File: src/rtl/ps2_key_ctrl.sv
// PS/2 scan-code set 2 controller for the breakout game: sequences E0/F0 prefixes,
// tracks game-key make/break state and produces paddle steps and one-shot commands.
module ps2_key_ctrl #(
  parameter int unsigned STEP_DIV    = 500000,
  parameter int unsigned PFX_TIMEOUT = 1000000
) (
  input  logic       clk,
  input  logic       rst,
  input  logic [7:0] rx_byte,
  input  logic       rx_valid,
  output logic       held_left,
  output logic       held_right,
  output logic       step_left,
  output logic       step_right,
  output logic       launch,
  output logic       pause_tgl,
  output logic       restart,
  output logic       seq_err
);

  typedef enum logic [1:0] {
    S_IDLE    = 2'd0,
    S_EXT     = 2'd1,
    S_BRK     = 2'd2,
    S_EXT_BRK = 2'd3
  } state_e;

  localparam int K_LARROW = 0;
  localparam int K_A      = 1;
  localparam int K_RARROW = 2;
  localparam int K_D      = 3;
  localparam int K_SPACE  = 4;
  localparam int K_P      = 5;
  localparam int K_ESC    = 6;

  localparam logic [7:0]  B_EXT     = 8'hE0;
  localparam logic [7:0]  B_BRK     = 8'hF0;
  localparam logic [19:0] STEP_LAST = 20'(STEP_DIV - 1);
  localparam logic [19:0] PFX_LAST  = 20'(PFX_TIMEOUT - 1);

  state_e      state_q, state_d;
  logic [6:0]  keys_q, keys_d;
  logic [19:0] pfx_cnt_q, pfx_cnt_d;
  logic [19:0] step_cnt_q, step_cnt_d;
  logic [1:0]  dir_q, dir_d;
  logic        held_left_q, held_left_d;
  logic        held_right_q, held_right_d;
  logic        step_left_q, step_left_d;
  logic        step_right_q, step_right_d;
  logic        launch_q, launch_d;
  logic        pause_q, pause_d;
  logic        restart_q, restart_d;
  logic        seq_err_q, seq_err_d;
  logic        overrun, pfx_expire;
  logic        act_left, act_right, nxt_left, nxt_right, step_due;

  // Prefix, ack, self-test and E1 bytes map to an empty mask, so they never touch key state.
  function automatic logic [6:0] key_mask(input logic ext, input logic [7:0] code);
    logic [6:0] m;
    m = '0;
    if (ext) begin
      if (code == 8'h6B) m[K_LARROW] = 1'b1;
      if (code == 8'h74) m[K_RARROW] = 1'b1;
    end else begin
      case (code)
        8'h1C:   m[K_A]     = 1'b1;
        8'h23:   m[K_D]     = 1'b1;
        8'h29:   m[K_SPACE] = 1'b1;
        8'h4D:   m[K_P]     = 1'b1;
        8'h76:   m[K_ESC]   = 1'b1;
        default: m = '0;
      endcase
    end
    return m;
  endfunction

  assign overrun    = rx_valid && (rx_byte == 8'h00 || rx_byte == 8'hFF);
  assign pfx_expire = !rx_valid && (state_q != S_IDLE) && (pfx_cnt_q == PFX_LAST);

  always_ff @(posedge clk or negedge rst) begin
    if (!rst) state_q <= S_IDLE;
    else      state_q <= state_d;
  end

  always_comb begin
    state_d = state_q;
    if (overrun || pfx_expire) begin
      state_d = S_IDLE;
    end else if (rx_valid) begin
      unique case (state_q)
        S_IDLE: begin
          if (rx_byte == B_EXT)      state_d = S_EXT;
          else if (rx_byte == B_BRK) state_d = S_BRK;
        end
        S_EXT:   state_d = (rx_byte == B_BRK) ? S_EXT_BRK : S_IDLE;
        default: state_d = S_IDLE;
      endcase
    end
  end

  always_comb begin
    keys_d    = keys_q;
    seq_err_d = overrun || pfx_expire;
    if (overrun) begin
      keys_d = '0;
    end else if (rx_valid) begin
      unique case (state_q)
        S_IDLE:  keys_d = keys_q | key_mask(1'b0, rx_byte);
        S_EXT:   keys_d = keys_q | key_mask(1'b1, rx_byte);
        S_BRK:   keys_d = keys_q & ~key_mask(1'b0, rx_byte);
        default: keys_d = keys_q & ~key_mask(1'b1, rx_byte);
      endcase
    end
    held_left_d  = keys_d[K_LARROW] | keys_d[K_A];
    held_right_d = keys_d[K_RARROW] | keys_d[K_D];
    launch_d     = keys_d[K_SPACE] & ~keys_q[K_SPACE];
    pause_d      = keys_d[K_P] & ~keys_q[K_P];
    restart_d    = keys_d[K_ESC] & ~keys_q[K_ESC];
  end

  always_comb begin
    pfx_cnt_d = '0;
    if (!rx_valid && state_q != S_IDLE && !pfx_expire) pfx_cnt_d = pfx_cnt_q + 20'd1;
  end

  // A due step is dropped if the held state is about to leave that direction.
  always_comb begin
    act_left   = held_left_q & ~held_right_q;
    act_right  = held_right_q & ~held_left_q;
    nxt_left   = held_left_d & ~held_right_d;
    nxt_right  = held_right_d & ~held_left_d;
    dir_d      = {act_right, act_left};
    step_due   = 1'b0;
    step_cnt_d = '0;
    if (act_left || act_right) begin
      if (dir_d != dir_q || step_cnt_q == STEP_LAST) step_due = 1'b1;
      else                                            step_cnt_d = step_cnt_q + 20'd1;
    end
    step_left_d  = step_due & act_left & nxt_left;
    step_right_d = step_due & act_right & nxt_right;
  end

  always_ff @(posedge clk or negedge rst) begin
    if (!rst) begin
      keys_q       <= '0;
      pfx_cnt_q    <= '0;
      step_cnt_q   <= '0;
      dir_q        <= '0;
      held_left_q  <= 1'b0;
      held_right_q <= 1'b0;
      step_left_q  <= 1'b0;
      step_right_q <= 1'b0;
      launch_q     <= 1'b0;
      pause_q      <= 1'b0;
      restart_q    <= 1'b0;
      seq_err_q    <= 1'b0;
    end else begin
      keys_q       <= keys_d;
      pfx_cnt_q    <= pfx_cnt_d;
      step_cnt_q   <= step_cnt_d;
      dir_q        <= dir_d;
      held_left_q  <= held_left_d;
      held_right_q <= held_right_d;
      step_left_q  <= step_left_d;
      step_right_q <= step_right_d;
      launch_q     <= launch_d;
      pause_q      <= pause_d;
      restart_q    <= restart_d;
      seq_err_q    <= seq_err_d;
    end
  end

  assign held_left  = held_left_q;
  assign held_right = held_right_q;
  assign step_left  = step_left_q;
  assign step_right = step_right_q;
  assign launch     = launch_q;
  assign pause_tgl  = pause_q;
  assign restart    = restart_q;
  assign seq_err    = seq_err_q;

endmodule

File: config.mk
export PLATFORM = sky130hd
export DESIGN_NAME = ps2_key_ctrl
export DESIGN_NICKNAME = d
export VERILOG_FILES = /design/src/rtl/ps2_key_ctrl.sv
export SDC_FILE = /design/constraint.sdc
export NUM_CORES = 1
export LEC_CHECK = 0
export CORE_MARGIN = 10
export CORE_UTILIZATION = 55
export CTS_BUF_LIST = sky130_fd_sc_hd__clkbuf_8
export DETAILED_ROUTE_END_ITERATION = 7
export HOLD_SLACK_MARGIN = 0.03
export PLACE_DENSITY = 0.76
export SLEW_MARGIN = 25
export SYNTH_ARGS = -nofsm -noshare
export SYNTH_HDL_FRONTEND = slang
export SYNTH_SLANG_ARGS = --single-unit
File: constraint.sdc
create_clock -name clk -period 5.79 [get_ports clk]
set_input_delay 0.579 -clock clk [delete_from_list [all_inputs] [get_ports clk]]
set_output_delay 0.579 -clock clk [all_outputs]
set_load 0.02 [all_outputs]
== Word level (Yosys, flattened, before mapping) ==
Cells that the tools add are included.
W data, S select, Z words.
Storage, ports and cells
  word-level logic and storage cells: 118
  bits of input ports: 11
  output and inout bits: 8
  flip-flop bits (word level): 59
Operators by class
  equality and inequality tests: 16
  multiplexer cells: 45
  reduce and logical (&&, ||, !) cells: 16
  bitwise gates (word level): 26
  $add $sub $neg: 2
Operator list (count)
  $mux W20: 3
  $mux W7: 8
  $add A20 B1 Y20 const B: 2
  $eq A8 B7 Y1 const B: 4
  $mux W5: 6
  $eq A8 B8 Y1 const B: 3
  $mux W1: 21
  $pmux W7 S3: 1
  $eq A20 B19 Y1 const B: 1
  $eq A20 B20 Y1 const B: 1
  $eq A8 B6 Y1 const B: 2
  $and A7 B7 Y7: 2
  $not A7 Y7: 2
  $or A7 B7 Y7: 2
  $and A1 B1 Y1: 11
  $mux W2: 5
  $eq A8 B5 Y1 const B: 1
  $logic_not A8 Y1: 1
  $not A1 Y1: 7
  $logic_and A1 B1 Y1: 4
  $logic_or A1 B1 Y1: 4
  $ne A4 B4 Y1 const B: 1
  $pmux W2 S2: 1
  $reduce_bool A2 Y1: 2
  8 further kinds: 10

== Longest topological paths before layout ==
  word-level depth: 14
  mapped depth: 8
  gate-level depth less buffers: 7

== Least setup slack after synthesis ==
OpenSTA, ideal clock, no wires.
  path kind: input port to flip-flop
  start: input rx_byte[3]
  end: register step_left_q, in the netlist step_left
  stages: 4
  slack: 3.605 ns
  library setup time: 0.067 ns
  data required time: 5.723 ns
  arrival time: 2.118 ns
  path buffers: 0
  path through: or4_4 or4_4 a221oi_2 o2111a_1
Between the ends
  longest elaborated chain between the ends: 14
  elaborated cells between the ends (all ways): 44
  those cells by class: eq/ne: 5; mux: 25; bitwise: 11; reduce/logical: 3
RTL lines
  from (decl): RTL line 9  | input logic [7:0] rx_byte,
  $eq A8 B7 Y1 or $eq A8 B6 Y1 (tied branches): RTL line 63, 65
  $mux W1 (on tied branches): RTL line 63, 65
  $mux W1 or $mux W7 (tied branches): RTL line 107  | unique case (state_q)
  $mux W1 or $mux W7 (tied branches): RTL line 106  | end else if (rx_valid) begin
  $mux W1 or $mux W7 (tied branches): RTL line 104  | if (overrun) begin
  $not A7 Y7 (on tied branches): RTL line 111, 110
  $and A7 B7 Y7 (on tied branches): RTL line 111, 110
  $pmux W7 S3: RTL line 107
  $mux W7: RTL line 106
  $mux W7 (*): RTL line 104
  $or A1 B1 Y1: RTL line 115  | held_right_d = keys_d[K_RARROW] | keys_d[K_D];
  $not A1 Y1: RTL line 130  | nxt_left = held_left_d & ~held_right_d;
  $and A1 B1 Y1 (*): RTL line 130
  $and A1 B1 Y1 (*): RTL line 139  | step_left_d = step_due & act_left & nxt_left;
  via step_left_d: RTL line 48  | logic step_left_q, step_left_d;
  to (signal assigned): RTL line 164  | step_left_q <= step_left_d;
  to (decl): RTL line 48
Mark *: on every way through the listed nets, which the timed path passes. The rest lies on a longest branch. The select of a mux whose other input is x is not followed.
A chain may end at the register's enable or synchronous reset.

== Worst setup path after layout ==
  start: input rx_byte[4]
  end: register step_right_q, in the netlist step_right
Between the ends
  longest elaborated chain between the ends: 14
  elaborated cells between the ends (all ways): 44
  those cells by class: eq/ne: 5; mux: 25; bitwise: 11; reduce/logical: 3
RTL lines
  $eq A8 B7 Y1 or $eq A8 B5 Y1 (tied branches): RTL line 62, 65
  $mux W1 (on tied branches): RTL line 62, 65
  $mux W1 or $mux W7 (tied branches): RTL line 107
  $mux W1 or $mux W7 (tied branches): RTL line 106
  $mux W1 or $mux W7 (tied branches): RTL line 104
  $not A7 Y7 (on tied branches): RTL line 111, 110
  $and A7 B7 Y7 (on tied branches): RTL line 111, 110
  $pmux W7 S3: RTL line 107
  $mux W7: RTL line 106
  $mux W7 (*): RTL line 104
  $or A1 B1 Y1: RTL line 114  | held_left_d = keys_d[K_LARROW] | keys_d[K_A];
  $not A1 Y1: RTL line 131  | nxt_right = held_right_d & ~held_left_d;
  $and A1 B1 Y1 (*): RTL line 131
  $and A1 B1 Y1 (*): RTL line 140  | step_right_d = step_due & act_right & nxt_right;
  via step_right_d: RTL line 49  | logic step_right_q, step_right_d;
  to (signal assigned): RTL line 165  | step_right_q <= step_right_d;
  to (decl): RTL line 49
Marked as above.

==> reports/results.ini <==
[clock_network]
post_cts_resized = 0
cts_buffer_depth = 2
insertion_delay_ns = 0.34
root_buffer = clkbuf_8
htree_levels = 3
ctsHoldBuffers = 0
cts_tree = built
path_clk_slew_ns = 0.07
cts_setup_buffers = 0
cts_sinks = 59
cts_buffers = 9

[sta]
report.final.setup_viol = 0
holdWs_ns = 0.366
timing.final.crit_share_pct = 43.4
skew_ns = 0.00732
rsz0062_at_grt = false
finalHoldViolations = 0
worst_pin_slew_ns = 0.727
drv_slew = 0
min_period_ns = 2.51
fin_setup_tns_ns = 0
relSlewSlack_pct = 51.5
timing.final.ws_setup_ns = 3.28
max_freq_ghz = 0.398

[grt]
top_usage_layer = met2
gr-total-overflow = 0
antenna_found_initial = 0
use_met1_pct = 16.1
grt_pass1_wl_um = 10000
grt_max_degree = 60
use_met3_pct = 4.04
grtUsageMet2_pct = 24.2
grt_pass1_vias = 2265
grt_util_all_layers_pct = 14.6

[floorplan]
initial_core_util_pct = 56.7
dieWidth_um = 92.6
core_mm2 = 0.00511
die_h_um = 92.6
rows = 26
io_pins = 19
die-area_mm2 = 0.00857

[synth]
async_flop_share_pct = 100
ys_ff_latch = 59
yosysSeqAreaShare_pct = 51.0
syn_area_mm2 = 0.00290
avgSynthCellArea_um2 = 9.59
netlist_top_cells_area = dfrtp_1, nor2_1, xnor2_1
syn_inst = 302
synth-edff-count = 0
synth_top_area_cell = dfrtp_1
syn_nets = 317
ys_types = 36
synth_top_area_share_pct = 51.0
synthFlopType = dfrtp_1
ys_warn_count = 0

[worst_setup_path]
cp_max_fo = 8
start_kind = input pin
critPathMostFrequentCell = or4_4
arrival_ns = 2.74
critPathSlowestCell = or4_4
max_stage_delay_ns = 0.56
endpoint_kind = flip-flop
worstSetupPathType = in -> reg
r2r-start = step_cnt_q[0]
reg2reg_to = step_right
reg2reg_depth = 5
worstPathRequired_ns = 6.02
cp_cell_sequence = clkdlybuf4s50_1 -> or4_4 -> or4_4 -> a21oi_1 -> a221oi_2 -> nor4bb_1
reg2reg_slack_ns = 3.66

[route]
via_per_inst = 5.58
drt-initial-drc-count = 166
num_vias = 2233
route.detailed.drc = 0
post_drt_wl_per_cell_um = 14.5
ant_nets = 0
drtPass1Iterations = 4
wl_um = 5780

[outcome]
status = complete, no violations

[final_layout]
instances_no_fill = 400
num_antenna_cells = 0
syn_to_final_growth_pct = 15.8
drive_above_1_share_pct = 6.97
nNetsFinal = 340

[place]
place.gp.congestion = 0.866
dpl.hpwl_um = 3830
placed_cells = 384
port_buffers = 18
place_ws_ns = 2.94

[power_and_ir_drop]
ir_worst_vdd_v = 0.000187
leakagePower_uw = 0.00139
power_density_mw_per_mm2 = 264
total_power_uw = 883

[job]
drv_cap = 0

[hold_path]
min_path_type = in -> async

[placed cells by master (no fill, tap or decap), drive strengths merged, types with 2 or more instances in the layout]
cell / n
nor4: 2
or2: 2
mux2i: 2
xnor2: 25
nand2: 21
dfrtp: 59
clkdlybuf4s50: 17
and3: 10
clkbuf: 12
nand2b: 3
nand3: 14
a21oi: 7
ha: 4
nor2: 68
nand4: 14
inv: 9
nor3: 13
or4: 5
buf: 2
or3: 3
nor4bb: 6
xor2: 13
clkinv: 2
[layout make-up]
type	instances	area, um^2
Sequential cell	59	1480
Inverter	9	33.8
Clock buffer	12	165
Timing Repair Buffer	19	183
Multi-Input combinational cell	227	1360
Tap cell	70	87.6
Clock inverter	4	47.5
Fill cell	426	1760
[cell families after synthesis]
family	synth area share (%)
XOR/XNOR	11.5
AO/OA/AOI/OAI	4.11
adder cells (fa/ha/maj)	1.73
AND/OR/NAND/NOR	28.9
buffers and inverters	2.07
flip-flops	51.0
multiplexers	0.691
[critical path, delay by kind of cell]
| family | cells | cell delay, ns |
|---|---|---|
| compound gates | 2 | 0.24 |
| buf+inv | 1 | 0.52 |
| simple gates | 3 | 1.40 |
[per-layer routing]
layer	wire length, um	vias to the layer above
li1	-	1080
met1	2540	1093
met2	2860	40
met3	192	20
met4	185	0
met5	0	-
[where the power goes]
group	internal (uW)	switching, uW	total [uW]
clock network	232	166	398
registers	420	4.90	425
logic	23.0	36.6	59.7
total	676	208	883
[worst max-delay path by stage]
| stage | startpoint | endpoint | slack (ns) | cells after the start |
|---|---|---|---|---|
| global route | rx_byte[4] | step_right | 3.12 | 6 |
| CTS | rx_byte[4] | step_right | 3.30 | 6 |
| finish | rx_byte[4] | step_right | 3.28 | 6 |
| floorplan | rx_byte[3] | step_left | 3.60 | 4 |
| global placement | rx_byte[4] | step_left | 2.98 | 5 |
| detailed placement | rx_byte[4] | step_right | 2.94 | 6 |
[cell usage after synthesis, types with 2 or more instances]
library cell,number
nor2_1,68
dfrtp_1,59
xnor2_1,25
nand2_1,21
nand3_1,14
nand4_1,14
nor3_1,13
xor2_1,13
and3_1,10
inv_1,9
a21oi_1,7
clkbuf_1,7
nor4bb_1,6
ha_1,4
nand2b_1,3
or3_1,3
or4_1,3
mux2i_1,2
nor4_1,2
or2_2,2
or4_4,2
[state kept, by name (all words and copies together), names as in the netlist]
| name | flops |
|---|---|
| step_left | 1 |
| pause_tgl | 1 |
| keys_q | 7 |
| state_q | 2 |
| launch | 1 |
| seq_err | 1 |
| step_right | 1 |
| held_left | 1 |
| step_cnt_q | 20 |
| restart | 1 |
| dir_q | 2 |
| held_right | 1 |
| pfx_cnt_q | 20 |
[stage by stage]
step,utilization (%),instance area [um^2]
6_report,65.6,3350
3_5_place_dp,61.5,3140
5_1_grt,65.6,3350
4_1_cts,65.6,3350
2_1_floorplan,-,2900
3_3_place_gp,61.5,3140
Power figures use the tool's default switching activity.
